`src/rtl/fetch_control_if.sv`:
```
// Instruction-memory request/response channel between the fetch sequencer and imem.
// Requests are req/gnt qualified; responses return in order on rvalid.
interface fetch_control_if;
    logic        req;
    logic [31:0] addr;
    logic        gnt;
    logic        rvalid;
    logic [31:0] rdata;

    modport master (output req, addr, input gnt, rvalid, rdata);
    modport slave  (input req, addr, output gnt, rvalid, rdata);
endinterface

```
`src/rtl/fetch_control.sv`:
```
// Instruction-fetch sequencer: owns the fetch PC, issues imem requests, queues returned
// words in order and hands one instruction per cycle to execute; flushes on redirect.
module fetch_control #(
    parameter logic [31:0] RESET_PC  = 32'h0000_0000,
    parameter int          QDEPTH    = 2,
    parameter int          MAX_OUTST = 2
) (
    input  logic                    clk,
    input  logic                    reset,
    input  logic                    fetch_en,
    fetch_control_if.master         imem,
    input  logic                    pc_v_x,
    input  logic [31:0]             pc_x,
    output logic [31:0]             pc_o,
    output logic                    inst_v_o,
    output logic [31:0]             inst_o,
    output logic                    busy
);
    localparam int PTR_W = (QDEPTH > 1) ? $clog2(QDEPTH) : 1;
    localparam int CNT_W = $clog2(2 * QDEPTH + 1);

    typedef enum logic {IDLE, RUN} state_t;

    state_t           state_q, state_d;
    logic [31:0]      fetch_pc_q, fetch_pc_d;
    logic [31:0]      rsp_pc_q, rsp_pc_d;
    logic [CNT_W-1:0] outst_q, outst_d;
    logic [CNT_W-1:0] discard_q, discard_d;
    logic [CNT_W-1:0] count_q, count_d;
    logic [CNT_W-1:0] inflight;
    logic [PTR_W-1:0] wptr_q, wptr_d;
    logic [PTR_W-1:0] rptr_q, rptr_d;
    logic [31:0]      pc_mem   [QDEPTH];
    logic [31:0]      inst_mem [QDEPTH];
    logic             req, fire, rsp, drop, push, pop;

    always_comb begin
        // Queue slots already promised to live (non-discarded) requests count as used.
        inflight = count_q + outst_q - discard_q;
        req  = (state_q == RUN) && fetch_en && !pc_v_x
               && (outst_q < CNT_W'(MAX_OUTST)) && (inflight < CNT_W'(QDEPTH));
        fire = req && imem.gnt;
        rsp  = imem.rvalid && (outst_q != '0);
        drop = rsp && (discard_q != '0);
        push = rsp && !drop && !pc_v_x;
        pop  = (count_q != '0) && !pc_v_x;

        state_d    = state_q;
        fetch_pc_d = fetch_pc_q;
        rsp_pc_d   = rsp_pc_q;
        outst_d    = outst_q + CNT_W'(fire) - CNT_W'(rsp);
        discard_d  = discard_q - CNT_W'(drop);
        count_d    = count_q + CNT_W'(push) - CNT_W'(pop);
        wptr_d     = wptr_q + PTR_W'(push);
        rptr_d     = rptr_q + PTR_W'(pop);

        if (fire) fetch_pc_d = fetch_pc_q + 32'd4;
        if (push) rsp_pc_d = rsp_pc_q + 32'd4;

        // Everything still in flight at a redirect belongs to the wrong path.
        if (pc_v_x) begin
            fetch_pc_d = pc_x & ~32'd3;
            rsp_pc_d   = pc_x & ~32'd3;
            count_d    = '0;
            wptr_d     = '0;
            rptr_d     = '0;
            discard_d  = outst_d;
        end

        case (state_q)
            IDLE:    if (fetch_en) state_d = RUN;
            RUN:     if (!fetch_en && (outst_q == '0)) state_d = IDLE;
            default: state_d = IDLE;
        endcase
    end

    always_ff @(posedge clk or posedge reset) begin
        if (reset) begin
            state_q    <= IDLE;
            fetch_pc_q <= RESET_PC;
            rsp_pc_q   <= RESET_PC;
            outst_q    <= '0;
            discard_q  <= '0;
            count_q    <= '0;
            wptr_q     <= '0;
            rptr_q     <= '0;
        end else begin
            state_q    <= state_d;
            fetch_pc_q <= fetch_pc_d;
            rsp_pc_q   <= rsp_pc_d;
            outst_q    <= outst_d;
            discard_q  <= discard_d;
            count_q    <= count_d;
            wptr_q     <= wptr_d;
            rptr_q     <= rptr_d;
        end
    end

    always_ff @(posedge clk) begin
        if (push) begin
            pc_mem[wptr_q]   <= rsp_pc_q;
            inst_mem[wptr_q] <= imem.rdata;
        end
    end

    assign imem.req  = req;
    assign imem.addr = fetch_pc_q;
    assign inst_v_o  = pop;
    assign pc_o      = pc_mem[rptr_q];
    assign inst_o    = inst_mem[rptr_q];
    assign busy      = (outst_q != '0) || (count_q != '0);
endmodule

```
`src/flat_wrapper.sv`:
```
// flat-port wrapper written by rule: the top's interface ports become plain ports
module fetch_control_flat 
#(
    parameter logic [31:0] RESET_PC  = 32'h0000_0000,
    parameter int          QDEPTH    = 2,
    parameter int          MAX_OUTST = 2
)
  (clk, reset, fetch_en, pc_v_x, pc_x, pc_o, inst_v_o, inst_o, busy, imem_req, imem_addr, imem_gnt, imem_rvalid, imem_rdata);
  fetch_control_if imem_i ();
  input  logic clk;
  input  logic reset;
  input  logic fetch_en;
  input  logic pc_v_x;
  input  logic [31:0] pc_x;
  output logic [31:0] pc_o;
  output logic inst_v_o;
  output logic [31:0] inst_o;
  output logic busy;
  output wire logic [$bits(imem_i.req)-1:0] imem_req;
  output wire logic [$bits(imem_i.addr)-1:0] imem_addr;
  input wire logic [$bits(imem_i.gnt)-1:0] imem_gnt;
  input wire logic [$bits(imem_i.rvalid)-1:0] imem_rvalid;
  input wire logic [$bits(imem_i.rdata)-1:0] imem_rdata;
  assign imem_req = imem_i.req;
  assign imem_addr = imem_i.addr;
  assign imem_i.gnt = imem_gnt;
  assign imem_i.rvalid = imem_rvalid;
  assign imem_i.rdata = imem_rdata;
  fetch_control #(.RESET_PC(RESET_PC), .QDEPTH(QDEPTH), .MAX_OUTST(MAX_OUTST)) u_core (.clk(clk), .reset(reset), .fetch_en(fetch_en), .imem(imem_i), .pc_v_x(pc_v_x), .pc_x(pc_x), .pc_o(pc_o), .inst_v_o(inst_v_o), .inst_o(inst_o), .busy(busy));
endmodule
```
`config.mk`:
```
export PLATFORM = sky130hd
export DESIGN_NAME = fetch_control_flat
export DESIGN_NICKNAME = d
export VERILOG_FILES = /design/src/rtl/fetch_control_if.sv /design/src/rtl/fetch_control.sv /design/src/flat_wrapper.sv
export SDC_FILE = /design/constraint.sdc
export NUM_CORES = 1
export LEC_CHECK = 0
export BUFFER_PORTS_ARGS = -buffer_cell sky130_fd_sc_hd__buf_2
export CAP_MARGIN = 20
export CORE_MARGIN = 2
export CORE_UTILIZATION = 50
export CTS_BUF_LIST = sky130_fd_sc_hd__clkbuf_16
export DETAILED_ROUTE_END_ITERATION = 10
export HOLD_SLACK_MARGIN = 0.08
export PLACE_DENSITY = 0.81
export SYNTH_ARGS = -nofsm -noshare
export SYNTH_HDL_FRONTEND = slang
export SYNTH_SLANG_ARGS = --single-unit
export TNS_END_PERCENT = 20
```
`constraint.sdc`:
```
create_clock -name clk -period 6.1 [get_ports clk]
set_input_delay 1.22 -clock clk [delete_from_list [all_inputs] [get_ports clk]]
set_output_delay 1.22 -clock clk [all_outputs]
set_load 0.02 [all_outputs]
```
== After elaboration in Yosys (flattened, before gate mapping) ==
Memory sizes are Yosys's and may differ from the RTL's.
Cells that the tools add are included.

* Latch bits: 0
* Bits in read-only memories: 0
* Input bits: 70
* Output and inout port bits: 99
* Memories: 2
* Word-level logic and storage cells: 58
* Register bits: 76
* Memory bits (writable): 128

{| class="wikitable"
|+ Memories
! memory !! depth !! bits a word !! read ports !! clocked after memory_dff !! write ports !! line !! RTL
|-
| u_core.inst_mem || 2 || 32 || 1 || 0 || 1 || fetch_control.sv:34 || <nowiki>logic [31:0] inst_mem [QDEPTH];</nowiki>
|-
| u_core.pc_mem || 2 || 32 || 1 || 0 || 1 || fetch_control.sv:33 || <nowiki>logic [31:0] pc_mem [QDEPTH];</nowiki>
|}

* Add/sub/neg operators: 11
* Multipliers: 0
* Muxes and demuxes: 13
* Bitwise operators: 1
* Equality and inequality tests: 0
* Reductions and logical operators: 21
* Magnitude comparators: 2
* Shift-type cells: 0
* Div/mod/pow operators: 0

{| class="wikitable"
|+ Operator list
! cell !! number
|-
| two-way mux 32 bit || 4
|-
| adder 32 x 3 -> 32 bit, second input constant || 2
|-
| logical AND 1 bit || 11
|-
| nonzero test 3 bit || 3
|-
| subtractor 3 x 1 -> 3 bit || 3
|-
| adder 3 x 1 -> 3 bit || 2
|-
| less-than comparator 3 x 2 -> 1 bit, second input constant || 2
|-
| two-way mux 1 bit || 6
|-
| two-way mux 3 bit || 2
|-
| nonzero test 2 bit || 2
|-
| adder 3 bit || 1
|-
| zero test 1 bit || 3
|-
| zero test 3 bit || 1
|-
| subtractor 3 bit || 1
|-
| adder 1 bit || 2
|-
| one-hot mux 1 bit (2 select lines) || 1
|-
| logical OR 1 bit || 1
|-
| inverter 1 bit || 1
|}

== Logic depth before layout (Yosys ltp) ==
Gate-level depths: netlist of the first run.

* Depth after elaboration: 9
* Gate-level depth with buffers: 14
* Gate-level depth less buffers: 13

== Least setup slack after synthesis of the first run ==
No wires, ideal clock.

* Path type: register to output
* Start point: reg u_core.count_q[1]
* End point: out imem_req
* Path slack: 2.018 ns
* Cell stages (with the launch flop): 8
* Required time: 4.880 ns
* Buffers on the path: 1
* Arrival time: 2.862 ns
* Cells stage by stage: dfrtp_1 -> inv_1 -> fa_1 -> fa_1 -> xnor3_1 -> xnor2_1 -> clkbuf_1 -> nor3b_1

* Word-level cells in the longest chain between the ends: 4

{| class="wikitable"
|+ Ends and longest elaborated chain
! what !! line !! RTL
|-
| from (decl) || fetch_control.sv:29 || <nowiki>logic [CNT_W-1:0] count_q, count_d;</nowiki>
|-
| from (signal assigned) || fetch_control.sv:93 || <nowiki>count_q <= count_d;</nowiki>
|-
| adder 3 bit || fetch_control.sv:39 || <nowiki>inflight = count_q + outst_q - discard_q;</nowiki>
|-
| subtractor 3 bit || fetch_control.sv:39 ||
|-
| less-than comparator 3 x 2 -> 1 bit || fetch_control.sv:41 || <nowiki>&& (outst_q < CNT_W'(MAX_OUTST)) && (inflight < CNT_W'(QDEPTH));</nowiki>
|-
| logical AND 1 bit || fetch_control.sv:41 ||
|-
| to (decl) || flat_wrapper.sv:19 || <nowiki>output wire logic [$bits(imem_i.req)-1:0] imem_req;</nowiki>
|}

No other way between the ends.

== Worst setup path in the final report of the first run ==
* Start point: reg u_core.outst_q[1]
* End point: out imem_req

* Word-level cells in the longest chain between the ends: 4
* Elaborated cells on any way between the ends: 6
* Those cells by class: add/sub: 2; order compare: 2; reduce/logical: 2

{| class="wikitable"
|+ Ends and longest elaborated chain
! what !! line !! RTL
|-
| from (decl) || fetch_control.sv:27 || <nowiki>logic [CNT_W-1:0] outst_q, outst_d;</nowiki>
|-
| from (signal assigned) || fetch_control.sv:91 || <nowiki>outst_q <= outst_d;</nowiki>
|-
| adder 3 bit || fetch_control.sv:39 ||
|-
| subtractor 3 bit || fetch_control.sv:39 ||
|-
| less-than comparator 3 x 2 -> 1 bit || fetch_control.sv:41 ||
|-
| logical AND 1 bit (*) || fetch_control.sv:41 ||
|}

Mark *: on every way between the ends. The rest lies on a longest branch, timed or not.

==> results of run 1 <==
==> power breakdown <==
group | internal (W) | total (W) | switching, W
Clock | 0.000639 | 0.00110 | 0.000465
Combinational | 0.000474 | 0.00112 | 0.000643
Sequential | 0.00154 | 0.00168 | 0.000140
Total | 0.00265 | 0.00390 | 0.00125
==> worst reg2reg max path, stage by stage, from the launching register on <==
cell and delay [ps]:
dfrtp_1 400, inv_1 150, fa_1 460, fa_1 580, nand3b_1 100, nor2_1 760
nand2_1 110, buf_4 260, clkinv_1 90, ha_1 150, fa_1 420, nor2_1 110
a21oi_1 50
==> metal layers <==
metal  GRT usage, %  vias up  share of wire, %
met5              0        -                 0
met4           6.13        0               1.3
met3           4.36       21               8.3
met2           31.0      250                46
met1           29.0     2879                45
li1               -     2700                 -
==> cell families (layout without fill, tap and decap cells) <==
logic type,after synthesis,count (layout),synth area share (%)
buffers and inverters,62,237,3.10
and+or+nand+nor,169,169,10.6
xor gates and xnor gates,47,47,4.86
DFF,196,196,63.2
AOI/OAI and AO/OA,70,70,5.06
adders and majority gates,16,16,2.63
other,1,4,0.0429
muxes,82,82,10.5
==> final timing paths <==
| path | startpoint | to |
|---|---|---|
| max reg2reg | u_core.outst_q[1] | u_core.discard_q[1] |
| min in group asynchronous | reset | u_core.state_q |
| min reg2reg | u_core.rsp_pc_q[31] | u_core.pc_mem[0][31] |
| max | u_core.outst_q[1] | imem_req |
| max in group asynchronous | reset | u_core.rsp_pc_q[14] |
| min | u_core.rsp_pc_q[31] | u_core.pc_mem[0][31] |
==> registers in the layout, indices dropped and copies added, names as in the netlist <==
name / count
u_core.state_q: 1
u_core.count_q: 3
u_core.rptr_q: 1
u_core.outst_q: 3
u_core.inst_mem: 64
u_core.rsp_pc_q: 30
u_core.wptr_q: 1
u_core.discard_q: 3
u_core.pc_mem: 60
u_core.imem.addr: 30
==> final cells by class <==
class / count / share of cell area, %
flip-flops and latches: 196 / 53.1
multi-input cells: 388 / 28.5
repair buffers: 173 / 8.89
clock buffers: 17 / 4.09
well taps: 225 / 2.70
clock inverters: 15 / 1.59
inverters: 32 / 1.15
==> layout by cell type (no fill, tap or decap), types with 3 or more instances in the layout <==
cell and count:
buf_2 162, edfxtp_1 124, mux2_2 81, dfrtp_1 71
nand2_1 42, inv_1 32, xnor2_1 30, nand3_1 25
nand4_1 23, o21ai_0 20, nor2_1 17, clkbuf_16 17
xor2_1 16, a21oi_1 15, o211ai_1 10, nor3_1 10
ha_1 10, buf_4 9, nor4_1 8, or4_1 7
and3_1 6, or3_1 6, and4_1 5, o31a_1 5
clkinv_1 4, o21ai_1 4, fa_1 4, conb_1 4
clkinvlp_4 4, or2_2 3, o21bai_1 3, a21o_1 3
bufinv_16 3
==> per-stage QoR <==
step | total power (W) | cell area (sq um) | worst slack, ps | cells | hold slack, ps
floorplan | 0.00246 | 8760 | 2020 | 646 | 462
global placement | 0.00279 | 9770 | 2260 | 1012 | 476
detailed placement | 0.00282 | 9770 | 2160 | 1012 | 495
CTS | 0.00393 | 10400 | 1780 | 1044 | 516
global route | 0.00409 | 10400 | 1630 | 1046 | 529
finish | 0.00390 | 10400 | 1800 | 1046 | 507
==> flow_summary.toml, run 1 <==
[clocking]
post_cts_buffers = 0
hold_buffers = 0
cts.htree.levels = 4
clock_latency_ps = 430
clock_sinks = 196
cts_tree = "done"
cts_buffers = 17
clkTransAtPathRegs_ps = 70
root_buffer = "clkbuf_16"
cts_resized = 0
cts_buffer_depth = 2

[drt]
wl_mm = 18.4
drtAntennaViolNets = 0
routed_via_density = 5.59
avgRoutedWirePerCell_um = 17.5
drc_errors = 0
first_iter_violations = 475
vias = 5850
dr.pass1.iters = 5

[global_routing]
grt_pass1_vias = 5511
grt-ovfl-total = 0
grt_max_degree = 59
antenna_found_initial = 0
grt_pass1_wl_mm = 28.6
track_usage_pct = 20.2

[die]
rows = 48
die_area_sq_um = 18600
core_area_sq_um = 17200
die-height_um = 136
die_x_um = 136
initial_utilization_pct = 50.9
io_pins = 169

[critical_path]
crit_chain = "inv_1 > fa_1 > fa_1 > xnor3_1 > xnor2_1 > buf_4 > nor3b_1 > buf_2"
crit_fanout = 13
slowest_delay_ps = 460
r2r_slack_ps = 2320
arrival_ps = 3080
critPathSlowestCell = "fa_1"
end_kind = "output pin"
worst_path_dominant_cell_family = "adder cells"
cp.required_ps = 4880
start_kind = "flop"
cp_common_cell = "fa_1"
worstSetupPathType = "flop to output pin"
crit_cells = 8
reg2reg_depth = 12
path_buf_inv = 3

[synth]
yosysMostFrequentCell = "edfxtp_1"
synthArstFlopShare_pct = 36.7
synth_top_cell_by_area = "edfxtp_1"
synth_top_area_share_pct = 42.6
syn_area_sq_um = 8750
ys_ff_latch = 196
synthTopCellsByArea = "edfxtp_1 43%, dfrtp_1 21%, mux2_2 10%, xnor2_1 3.0%, nand2_1 1.8%"
yosys_warnings = 0
ys_types = 55
ys_seq_area_share_pct = 63.2
ys.flop_type = "edfxtp_1"
synth_edf_count = 124
syn_inst = 643
syn_avg_cell_area_sq_um = 13.6
synth.top_cells.by_count = "124 x edfxtp_1, 81 x mux2_2, 72 x dfrtp_1, 42 x nand2_1, 31 x inv_1"

[pwr]
leakage_nw = 4.06
worst_ir_drop_vdd_v = 0.000368
power_density_nw_per_um2 = 375

[sta]
slew_violations = 0
clock-skew-final_ps = 9.92
rsz0062_at_grt = "false"
min_period_ps = 4300
tightest_slew_ps = 1030
period_share_pct = 70.5
setup_viol = 0
finalHoldViolCount = 0
fmax_ghz = 0.233
tns_ps = 0
slew_headroom_pct = 31.4

[placed_design]
gp_congestion = 0.900
port_buffers = 162
hpwl_mm = 12.6

[min_path]
worstHoldPathType = "flop to flop"
min_path_cells = 0

[finish]
multi_input_area_sq_um = 2970
final_util_pct = 60.6
seqCellArea_sq_um = 5530
final_nets = 894
antenna_cells = 0
n_fill_cell = 1395
syn2layout_area_growth_pct = 19.0
layout-drive-gt1-share_pct = 35.9

[run_status]
status = "complete, no violations"

[run]
drv_cap = 0
(Power assumes the default switching activity.)
==> run 2, diff against run 1 <==
ABC_AREA = 1   (was not set)
clock period = 4.1 ns   (was 6.1 ns; I/O delays follow)
==> flow_summary.toml, run 2 <==
[die]
core_area_sq_um = 18800
die_area_sq_um = 20300
die-height_um = 143
rows = 50
initial_utilization_pct = 51.2
io_pins = 169
die_x_um = 143

[clocking]
post_cts_buffers = 0
clock_sinks = 196
cts_buffer_depth = 2
cts_tree = "done"
hold_buffers = 0
root_buffer = "clkbuf_16"
cts.htree.levels = 4
cts_resized = 0
clkTransAtPathRegs_ps = 70
cts_buffers = 17
clock_latency_ps = 430

[critical_path]
reg2reg_depth = 12
r2r-start = "u_core.outst_q[1]"
crit_chain = "inv_1 > fa_1 > fa_1 > nand3_1 > nor2_1 > nand2_2 > inv_1 > buf_2"
cp.required_ps = 3280
start_kind = "flop"
arrival_ps = 2610
reg2reg_to = "u_core.discard_q[1]"
r2r_slack_ps = 760
critPathSlowestCell = "fa_1"
crit_fanout = 5
end_kind = "output pin"
worstSetupPathType = "flop to output pin"
slowest_delay_ps = 550

[finish]
reg_top3 = "u_core.inst_mem x64, u_core.pc_mem x60"
largest_reg_flops = 64
n_fill_cell = 1578
layout_commonest_cell = "nand2_1"
seqCellArea_sq_um = 5530
final_util_pct = 59.5
syn2layout_area_growth_pct = 16.2
largest_register = "u_core.inst_mem"
antenna_cells = 0
multi_input_area_sq_um = 3650
layout_common_cells = "485 x nand2_1, 162 x buf_2, 124 x edfxtp_1, 106 x nor2_1, 83 x nand3_1"
final_nets = 1340
layout-drive-gt1-share_pct = 17.3

[synth]
ys.flop_type = "edfxtp_1"
ys_ff_latch = 196
ys_types = 33
synth.top_cells.by_count = "485 x nand2_1, 124 x edfxtp_1, 106 x nor2_1, 83 x nand3_1, 72 x dfrtp_1"
syn_inst = 1097
yosysMostFrequentCell = "nand2_1"
synth_top_area_share_pct = 38.7
ys_seq_area_share_pct = 57.5
synthTopCellsByArea = "edfxtp_1 39%, nand2_1 19%, dfrtp_1 19%, nand3_1 4.3%, nor2_1 4.1%"
syn_avg_cell_area_sq_um = 8.76
synth_edf_count = 124
syn_area_sq_um = 9610
synth_top_cell_by_area = "edfxtp_1"
yosys_warnings = 0
synthArstFlopShare_pct = 36.7

[drt]
vias = 7837
first_iter_violations = 540
wl_mm = 22.4
dr.pass1.iters = 7
drtAntennaViolNets = 0
routed_via_density = 5.22
avgRoutedWirePerCell_um = 15.0
drc_errors = 0

[placed_design]
hpwl_mm = 15.8
gp_congestion = 0.951
port_buffers = 162

[pwr]
power_density_nw_per_um2 = 541
fin_total_pwr_w = 0.00604
leakage_nw = 5.10
worst_ir_drop_vdd_v = 0.000332

[global_routing]
grt_max_degree = 64
grt_pass1_vias = 7126
antenna_found_initial = 0
track_usage_pct = 22.4
grt-ovfl-total = 0
grt_pass1_wl_mm = 35.3

[sta]
setup_viol = 0
tightest_slew_ps = 1050
tns_ps = 0
period_share_pct = 83.6
slew_headroom_pct = 29.7
fmax_ghz = 0.292
finalHoldViolCount = 0
min_period_ps = 3430
rsz0062_at_grt = "false"
slew_violations = 0
clock-skew-final_ps = 7.90

[min_path]
worstHoldPathType = "input pin to asynchronous set/reset pin"

[run]
drv_cap = 0

[run_status]
status = "complete, no violations"
==> run 2: cell types whose count changed after synthesis, sizes merged, moves of 7 or more <==
cell    delta
a21oi      -9
inv       +37
mux2      -81
nand2    +445
nand3     +63
nand3b    +14
nand4     -20
nor2      +92
nor4      -10
or3        -7
or4        -8
xnor2     -18
xor2       +8
==> run 2: logic make-up (layout without fill, tap and decap cells) <==
| logic type | after synthesis | count (layout) | synth area share [%] |
|---|---|---|---|
| AND/OR/NAND/NOR | 709 | 709 | 30.1 |
| flip-flops | 196 | 196 | 57.5 |
| buffers and inverters | 105 | 271 | 4.74 |
| XOR/XNOR | 36 | 36 | 3.28 |
| AO/OA/AOI/OAI | 34 | 34 | 1.98 |
| adder cells (fa/ha/maj) | 16 | 16 | 2.40 |
| other | 1 | 4 | 0.0390 |
==> run 2: power breakdown <==
part	switching [W]	leakage [nW]	internal [W]	total [W]
clock	0.000736	0.270	0.000782	0.00152
combinational	0.00127	2.84	0.000625	0.00190
sequential	0.000252	1.99	0.00237	0.00262
total	0.00226	5.10	0.00378	0.00604
==> run 2: stage by stage <==
stage	hold WS [ps]	instance area, sq um	cells	setup WS [ps]
after floorplan	454	9620	1100	802
after global placement	464	10600	1469	966
after detailed placement	469	10600	1469	788
after CTS	394	11200	1500	674
after global routing	398	11200	1500	503
final	389	11200	1500	673
==> run 2: worst max-delay path, delay by kind of cell, from the launching register on <==
family                     cells  cell delay, ps
adders and majority gates      2            1040
buffers and inverters          3             390
DFF                            1             360
and+or+nand+nor                3             390
==> run 2: worst max-delay path by stage <==
stage	slack, ps	startpoint	cells past startpoint	to
3_3_place_gp	970	pc_v_x	12	u_core.discard_q[1]
3_5_place_dp	790	u_core.outst_q[1]	12	u_core.discard_q[1]
6_report	670	u_core.outst_q[1]	8	imem_req
5_1_grt	500	u_core.outst_q[1]	8	imem_req
2_1_floorplan	800	imem_rvalid	6	u_core.inst_mem[1][0]
4_1_cts	670	u_core.outst_q[1]	8	imem_req
==> run 2: layout make-up <==
type / count / share of cell area (%)
Multi-Input combinational cell: 799 / 32.6
Sequential cell: 196 / 49.5
Tap cell: 234 / 2.62
Clock inverter: 14 / 1.02
Inverter: 68 / 2.28
Timing Repair Buffer: 172 / 8.15
Clock buffer: 17 / 3.81
==> run 2: routing by layer <==
metal,up-vias,track usage [%],wire length (um)
met5,-,0,0
met4,0,6.88,477
met3,38,4.86,2160
met2,379,36.5,10400
met1,3593,30.3,9370
li1,3827,-,-
